===== src/rtl/piezo_tone_gen.sv =====
// One-hot keypad code to piezo square wave, with run-time octave keys and glitch-free retune.
// Define PIEZO_SUSTAIN_EN to build the post-release SUSTAIN state and its counter.
module piezo_tone_gen #(
  parameter int TICK_DIV      = 50,
  parameter int CNT_W         = 12,
  parameter int SUSTAIN_TICKS = 200000,
  parameter int SUS_W         = 18
) (
  input  logic        clk,
  input  logic        rst,
  input  logic [11:0] key_data,
  output logic        piezo_out,
  output logic        busy,
  output logic [3:0]  note_idx,
  output logic [1:0]  octave
);
  localparam int DIV_W = (TICK_DIV > 1) ? $clog2(TICK_DIV) : 1;

  typedef enum logic [1:0] {
    IDLE,
    PLAY
`ifdef PIEZO_SUSTAIN_EN
    , SUSTAIN
`endif
  } state_t;

  if ((64'd1 << SUS_W) <= 64'(SUSTAIN_TICKS)) begin : g_bad_sus_w
    $error("SUS_W too narrow for SUSTAIN_TICKS");
  end

  state_t           state;
  logic [11:0]      key_q;
  logic [11:9]      key_p;
  logic [DIV_W-1:0] div_cnt;
  logic [CNT_W-1:0] cnt, base, half;
  logic             tick, wrap;
  logic             note_vld;
  logic [3:0]       note_key;
  logic             dn_edge, rs_edge, up_edge;
`ifdef PIEZO_SUSTAIN_EN
  logic [SUS_W-1:0] sus_cnt;
`endif

  assign tick    = (div_cnt == DIV_W'(TICK_DIV - 1));
  assign dn_edge = key_q[9]  & ~key_p[9];
  assign rs_edge = key_q[10] & ~key_p[10];
  assign up_edge = key_q[11] & ~key_p[11];

  // Only an exact one-hot code on bits 0..7 is a note; everything else is "no key".
  always_comb begin
    note_vld = 1'b0;
    note_key = 4'd0;
    if (key_q != 12'd0 && (key_q & (key_q - 12'd1)) == 12'd0) begin
      for (int i = 0; i < 8; i++) begin
        if (key_q[i]) begin
          note_vld = 1'b1;
          note_key = 4'(i + 1);
        end
      end
    end
  end

  always_comb begin
    case (note_idx)
      4'd1:    base = CNT_W'(956);
      4'd2:    base = CNT_W'(851);
      4'd3:    base = CNT_W'(758);
      4'd4:    base = CNT_W'(716);
      4'd5:    base = CNT_W'(638);
      4'd6:    base = CNT_W'(568);
      4'd7:    base = CNT_W'(506);
      4'd8:    base = CNT_W'(478);
      default: base = '0;
    endcase
    half = (base << 1) >> octave;
  end

  // >= lets a mid-tone switch to a shorter period toggle on the next tick instead of wrapping.
  assign wrap = tick && (cnt >= half - CNT_W'(1));

  always_ff @(posedge clk) begin
    if (rst) begin
      state     <= IDLE;
      key_q     <= '0;
      key_p     <= '0;
      div_cnt   <= '0;
      cnt       <= '0;
      piezo_out <= 1'b0;
      busy      <= 1'b0;
      note_idx  <= 4'd0;
      octave    <= 2'd1;
`ifdef PIEZO_SUSTAIN_EN
      sus_cnt   <= '0;
`endif
    end else begin
      key_q   <= key_data;
      key_p   <= key_q[11:9];
      div_cnt <= tick ? '0 : div_cnt + DIV_W'(1);

      if (rs_edge)
        octave <= 2'd1;
      else if (dn_edge && octave != 2'd0)
        octave <= octave - 2'd1;
      else if (up_edge && octave != 2'd3)
        octave <= octave + 2'd1;

      // Free-running tone step; the state branches below override it on loads and in IDLE.
      if (tick) begin
        if (wrap) begin
          cnt       <= '0;
          piezo_out <= ~piezo_out;
        end else begin
          cnt <= cnt + CNT_W'(1);
        end
      end

      case (state)
        IDLE: begin
          cnt       <= '0;
          piezo_out <= 1'b0;
          note_idx  <= 4'd0;
          if (note_vld) begin
            state    <= PLAY;
            busy     <= 1'b1;
            note_idx <= note_key;
          end
        end
        PLAY: begin
          if (note_vld) begin
            if (note_key != note_idx) begin
              note_idx  <= note_key;
              cnt       <= '0;
              piezo_out <= piezo_out;
            end
          end else begin
`ifdef PIEZO_SUSTAIN_EN
            state   <= SUSTAIN;
            sus_cnt <= '0;
`else
            state     <= IDLE;
            busy      <= 1'b0;
            note_idx  <= 4'd0;
            cnt       <= '0;
            piezo_out <= 1'b0;
`endif
          end
        end
`ifdef PIEZO_SUSTAIN_EN
        SUSTAIN: begin
          if (note_vld) begin
            state     <= PLAY;
            note_idx  <= note_key;
            cnt       <= '0;
            piezo_out <= piezo_out;
          end else if (tick) begin
            if (sus_cnt == SUS_W'(SUSTAIN_TICKS - 1)) begin
              state     <= IDLE;
              busy      <= 1'b0;
              note_idx  <= 4'd0;
              cnt       <= '0;
              piezo_out <= 1'b0;
            end else begin
              sus_cnt <= sus_cnt + SUS_W'(1);
            end
          end
        end
`endif
        default: begin
          state <= IDLE;
          busy  <= 1'b0;
        end
      endcase
    end
  end
endmodule

===== config.mk =====
export PLATFORM = sky130hd
export DESIGN_NAME = piezo_tone_gen
export DESIGN_NICKNAME = d
export VERILOG_FILES = /design/src/rtl/piezo_tone_gen.sv
export SDC_FILE = /design/constraint.sdc
export NUM_CORES = 1
export LEC_CHECK = 0
export CAP_MARGIN = 20
export CORE_ASPECT_RATIO = 0.75
export CORE_MARGIN = 2
export CORE_UTILIZATION = 60
export DETAILED_ROUTE_END_ITERATION = 10
export PLACE_DENSITY = 0.81
export REMOVE_ABC_BUFFERS = 1
export SYNTH_ARGS = -nofsm -noshare
export SYNTH_HDL_FRONTEND = slang
export SYNTH_SLANG_ARGS = --single-unit

===== constraint.sdc =====
create_clock -name clk -period 9.9 [get_ports clk]
set_input_delay 1.485 -clock clk [delete_from_list [all_inputs] [get_ports clk]]
set_output_delay 1.485 -clock clk [all_outputs]
set_load 0.01 [all_outputs]

; After elaboration in Yosys (flattened, before gate mapping)
; Memory sizes are Yosys's and may differ from the RTL's. A register that Yosys moved wholly into a read port is not among the register bits.
; Cells that the tools add are included.
[totals]
register_bits = 43
rom_bits = 160
inputBits = 14
mem_count = 1
[op_classes]
addsub = 6
n_lt_le_gt_ge = 1
n_eq_ne = 8
shift = 1
muxes = 42
n_bitwise = 8
reduce_logical = 14
[memory_table]
columns = name, depth, width, read_ports, rd_ports_with_merged_regs, write_ports, line_no
row1 = (no name shown), 16, 10, 1, 1, 0, 64  ; case (note_idx)
[ops]
columns = op, count
row1 = two-way mux 4 bit, 13
row2 = two-way mux 12 bit, 4
row3 = one-hot mux 12 bit (2 select lines), 1
row4 = "subtractor 12 x 1 -> 12 bit, second input constant", 2
row5 = two-way mux 1 bit, 16
row6 = "adder 12 x 1 -> 12 bit, second input constant", 1
row7 = bitwise AND 12 bit, 1
row8 = >= comparator 12 bit, 1
row9 = logical NOT 12 bit, 1
row10 = nonzero test 12 bit, 1
row11 = right shift 12 x 2 -> 12 bit, 1
row12 = two-way mux 2 bit, 4
row13 = one-hot mux 4 bit (2 select lines), 1
row14 = "adder 6 x 1 -> 6 bit, second input constant", 1
row15 = "equality test 6 bit, second input constant", 1
row16 = "!= test 2 bit, second input constant", 3
row17 = "!= test 3 bit, second input constant", 2
row18 = nonzero test 2 bit, 3
row19 = logical AND 1 bit, 4
row20 = != test 4 bit, 1
row21 = inverter 1 bit, 4
row22 = one-hot mux 1 bit (2 select lines), 2
row23 = one-hot mux 2 bit (2 select lines), 1
row24 = AND reduction 2 bit, 2
row25 = 6 further kinds, 9

; Longest topological paths before layout
[logic_depth]
ltp_word = 15
mapped_depth = 18
depth_no_buf = 16

; Least setup slack after synthesis
; No wires, ideal clock.
[synth_timing]
path_kind = register -> register
startpoint = register octave[1]
endpoint = register cnt[1]
t_arrival_ps = 3536
required_ps = 9835
path_slack_ps = 6299
stages_incl_launch_ff = 17
n_path_buf = 2
period_less_slack_ps = 3601
path_cell_list = dfxtp_1 buf_1 mux2i_1 a21oi_1 and3b_1 nand3b_1 or3b_2 a21oi_1 xnor2_1 ha_1 a21o_1 a211oi_1 o21ai_0 o211ai_1 nand4_1 buf_2 nor2_1
[synth_between]
elab_chain_cells = 9
[synth_rtl]
columns = element, line_no
row1 = "start, declared", 15  ; output logic [1:0] octave
row2 = "start signal, assigned", 103  ; octave <= octave - 2'd1;
row3 = "start signal, assigned", 105  ; octave <= octave + 2'd1;
row4 = right shift 12 x 2 -> 12 bit *, 75  ; half = (base << 1) >> octave;
row5 = subtractor 12 x 1 -> 12 bit *, 79  ; assign wrap = tick && (cnt >= half - CNT_W'(1));
row6 = >= comparator 12 bit *, 79
row7 = logical AND 1 bit *, 79
row8 = two-way mux 12 bit *, 109  ; if (wrap) begin
row9 = two-way mux 12 bit *, 108  ; if (tick) begin
row10 = two-way mux 12 bit, 130  ; if (note_key != note_idx) begin
row11 = two-way mux 12 bit, 129  ; if (note_vld) begin
row12 = one-hot mux 12 bit (2 select lines) *, 117  ; case (state)
row13 = "end signal, assigned", 113  ; cnt <= cnt + CNT_W'(1);
row14 = "end, declared", 35  ; logic [CNT_W-1:0] cnt, base, half;
; Every way passes the cells marked *; elsewhere a longest branch is shown, timed or not.
; A chain may end at the register's enable or synchronous reset.

; Worst setup path in the final report
[layout_timing]
startpoint = register octave[1]
endpoint = register cnt[0]
; Same word-level chain as after synthesis.

==> run summary <==
Final setup fails = 0
CTS tree = done
I/O Buffers = 21
Worst Setup SP = octave[1]$_SDFFE_PP0P_
Vias in the first global route = 2282
Nets@finish = 397
R2R depth = 14
DRC viols = 0
CP endpoint = cnt[0]$_SDFF_PP0_
Post-synth top area share = 0.343
Final ANT Viol Nets = 0
MaxCap Viol Count = 0
Flop2flop setup slack = 5.55 ns
Startpoint types = flip-flop
Fraction of registers with async set/reset = 0
Hold Vio Cnt, Final = 0
Critical path class = reg -> reg
Post CTS Setup Buffer Count = 0
Die area = 0.00554 mm²
Final core occ = 0.684
Die Span Y = 65.0 µm
Largest net degree at the start of global routing = 24
Sequential share of the synthesized area = 0.343
Routed vias = 2395
Measured slew at the worst slew-check pin = 0.737 ns
HP Class = reg -> reg
CTS root buffer = clkbuf_8
Cts repair resizes = 0
Layout cells sized above 1 = 0.0882
Achievable clock frequency = 0.230 GHz
Final Skew = 0.00710 ns
# hold bufs at CTS = 0
Synth Register Bits = 51
Crit path capture type = flip-flop
H-tree depth = 2
RSZ-0062 raised after global routing = false
Ant. Diodes = 0
Sw Share = 0.305
Rows = 22
Mean Syn Cell Area = 8.70 µm²
Setup TNS = 0 ns
Largest cells by area after synthesis = dfxtp_1 34%, ha_1 8.8%, nor2_1 5.6%
Pre-antenna DRT Iters = 4
Worst slew margin = 0.508
Clock Tree Buf Depth = 2
Mapped cell area = 0.00298 mm²
PD cells = 136 mW/mm²
DR WL/cell = 13.9 µm
CP arrival = 4.59 ns
Initial core utilization = 0.614
Maximum vdd drop = 0.106 mV
Clock latency on the worst-skew pair = 0.31 ns
Dominant cell type by area after synthesis = dfxtp_1
Synth-to-layout area growth = 11.4%
Switching pwr = 138 µW
R2R Path Start = octave[1]$_SDFFE_PP0P_
Internal power = 314 µW
Post-Route WL = 5.88 mm
CP required = 10.14 ns
CTS Buf Count = 5
Most common cell in the netlist = dfxtp_1
Combinational fraction of design power = 0.237
Std-Cell Core Area = 0.00484 mm²
Post-synth top cells = 51 x dfxtp_1, 44 x nor2_1, 21 x ha_1
GR Overflow Total = 0
Worst-path clk slew = 0.09 ns
Final period utilization = 0.440
Power share of the clock group = 0.260
Fin. max-slew vios = 0
1st-iter DRT viols = 128
Initial antenna violation count = 0
First-pass GRT wire length = 10.3 mm
I/O Pins = 22
RD Place Congestion = 0.884
Reg-to-reg critical path endpoint = cnt[0]$_SDFF_PP0_
Detailed placement HPWL = 4.45 mm
Overall die width = 85.3 µm
Vias/cell = 5.66
Clock Sinks = 51
Minimum clock period = 4.35 ns
Synth Flop Type = dfxtp_1
Unique masters post-synth = 63
Total GRT Usage = 0.231
Post-synth EDFFs = 0
Synth warnings = 0
Status = finished, final reports clean
Leakage = 1.30 nW
Sequential group share of total power = 0.503
Post-Synthesis Cells = 342
Crit-path max FO = 23
kinds of logic (layout without fill, tap and decap cells):
kind of cell	after synthesis	in the layout	synth area share
and+or+nand+nor	138	138	0.252
AOI/OAI and AO/OA	69	69	0.168
DFF	51	51	0.343
buffers and inverters	27	48	0.0345
xor gates and xnor gates	26	26	0.0765
adders and majority gates	22	22	0.0921
muxes	9	9	0.0336
per-stage QoR:
| stage | hold WS, ns | std cells | total power, mW | setup WS [ns] | cell area, µm² |
|---|---|---|---|---|---|
| finish | 0.483 | 423 | 0.452 | 5.55 | 3310 |
| global route | 0.526 | 423 | 0.481 | 5.17 | 3310 |
| CTS | 0.481 | 423 | 0.455 | 5.56 | 3310 |
| detailed placement | 0.460 | 415 | 0.338 | 5.56 | 3230 |
| global placement | 0.449 | 415 | 0.334 | 5.73 | 3230 |
| floorplan | 0.433 | 334 | 0.310 | 6.05 | 2940 |
power by group through the flow:
stage          combinational (mW)  sequential (mW)  clock (mW)
2_1_floorplan              0.0810            0.229           0
3_3_place_gp                0.103            0.231           0
3_5_place_dp                0.106            0.232           0
4_1_cts                     0.107            0.227       0.121
5_1_grt                     0.122            0.229       0.130
6_report                    0.107            0.227       0.117
layer usage:
layer | track usage | vias up | share of wire
met4 | 0.0496 | 0 | 0.0099
li1 | - | 1252 | -
met3 | 0.0548 | 9 | 0.039
met2 | 0.374 | 52 | 0.45
met5 | 0 | - | 0
met1 | 0.314 | 1082 | 0.50
critical path, cell delays in order, from the launching register on:
cell and delay (ns):
dfxtp_1 0.81, mux2_2 0.43, a21oi_1 0.25, and3b_1 0.23, nand3b_1 0.14, or3b_2 0.50, a21oi_1 0.19, xnor2_1 0.14
ha_1 0.26, a21o_1 0.18, a211oi_1 0.21, o21ai_0 0.11, o211ai_1 0.14, nand4_1 0.46, nor2_1 0.23
state kept, by name, summed over array words and instances, names as in the netlist:
signal,count
cnt,12
octave,2
key_q,12
div_cnt,6
note_idx,4
base,10
key_p,3
piezo_out,1
busy,1
cell type report:
class / count / area, µm²
Fill cell: 410 / 1530
Sequential cell: 51 / 1020
Tap cell: 60 / 75.1
Clock buffer: 6 / 72.6
Multi-Input combinational cell: 264 / 1850
Clock inverter: 2 / 12.5
Inverter: 19 / 71.3
Timing Repair Buffer: 21 / 210
worst min-delay path by stage:
stage	start	endpoint	slack, ns	depth (start not counted)
3_5_place_dp	div_cnt[0]$_SDFF_PP0_	div_cnt[0]$_SDFF_PP0_	0.46	1
6_report	div_cnt[0]$_SDFF_PP0_	div_cnt[0]$_SDFF_PP0_	0.48	1
4_1_cts	div_cnt[0]$_SDFF_PP0_	div_cnt[0]$_SDFF_PP0_	0.48	1
5_1_grt	piezo_out$_SDFFE_PP0P_	piezo_out$_SDFFE_PP0P_	0.53	2
2_1_floorplan	div_cnt[0]$_SDFF_PP0_	div_cnt[0]$_SDFF_PP0_	0.43	1
3_3_place_gp	div_cnt[0]$_SDFF_PP0_	div_cnt[0]$_SDFF_PP0_	0.45	1
placed cells by master, fill, tap and decap left out, types with 3 or more instances in the layout:
cell / synthesis / layout
xor2_1: 13 / 13
nand2_1: 19 / 19
xnor2_1: 13 / 13
nor2b_1: 19 / 19
mux2i_1: 4 / 4
nand4_1: 3 / 3
nand2b_1: 5 / 5
a21boi_0: 3 / 3
o211ai_1: 4 / 4
clkbuf_8: 0 / 5
o21ai_0: 12 / 12
a211oi_1: 3 / 3
o21ai_2: 3 / 3
nor2_1: 44 / 44
nor3_2: 3 / 3
dfxtp_1: 51 / 51
nor3_1: 7 / 7
a21oi_1: 15 / 15
mux2_2: 4 / 4
nor4_1: 5 / 5
clkdlybuf4s50_1: 0 / 21
nand3_1: 15 / 15
ha_1: 21 / 21
o221ai_1: 5 / 5
inv_1: 17 / 17
Power figures use the tool's default switching activity.
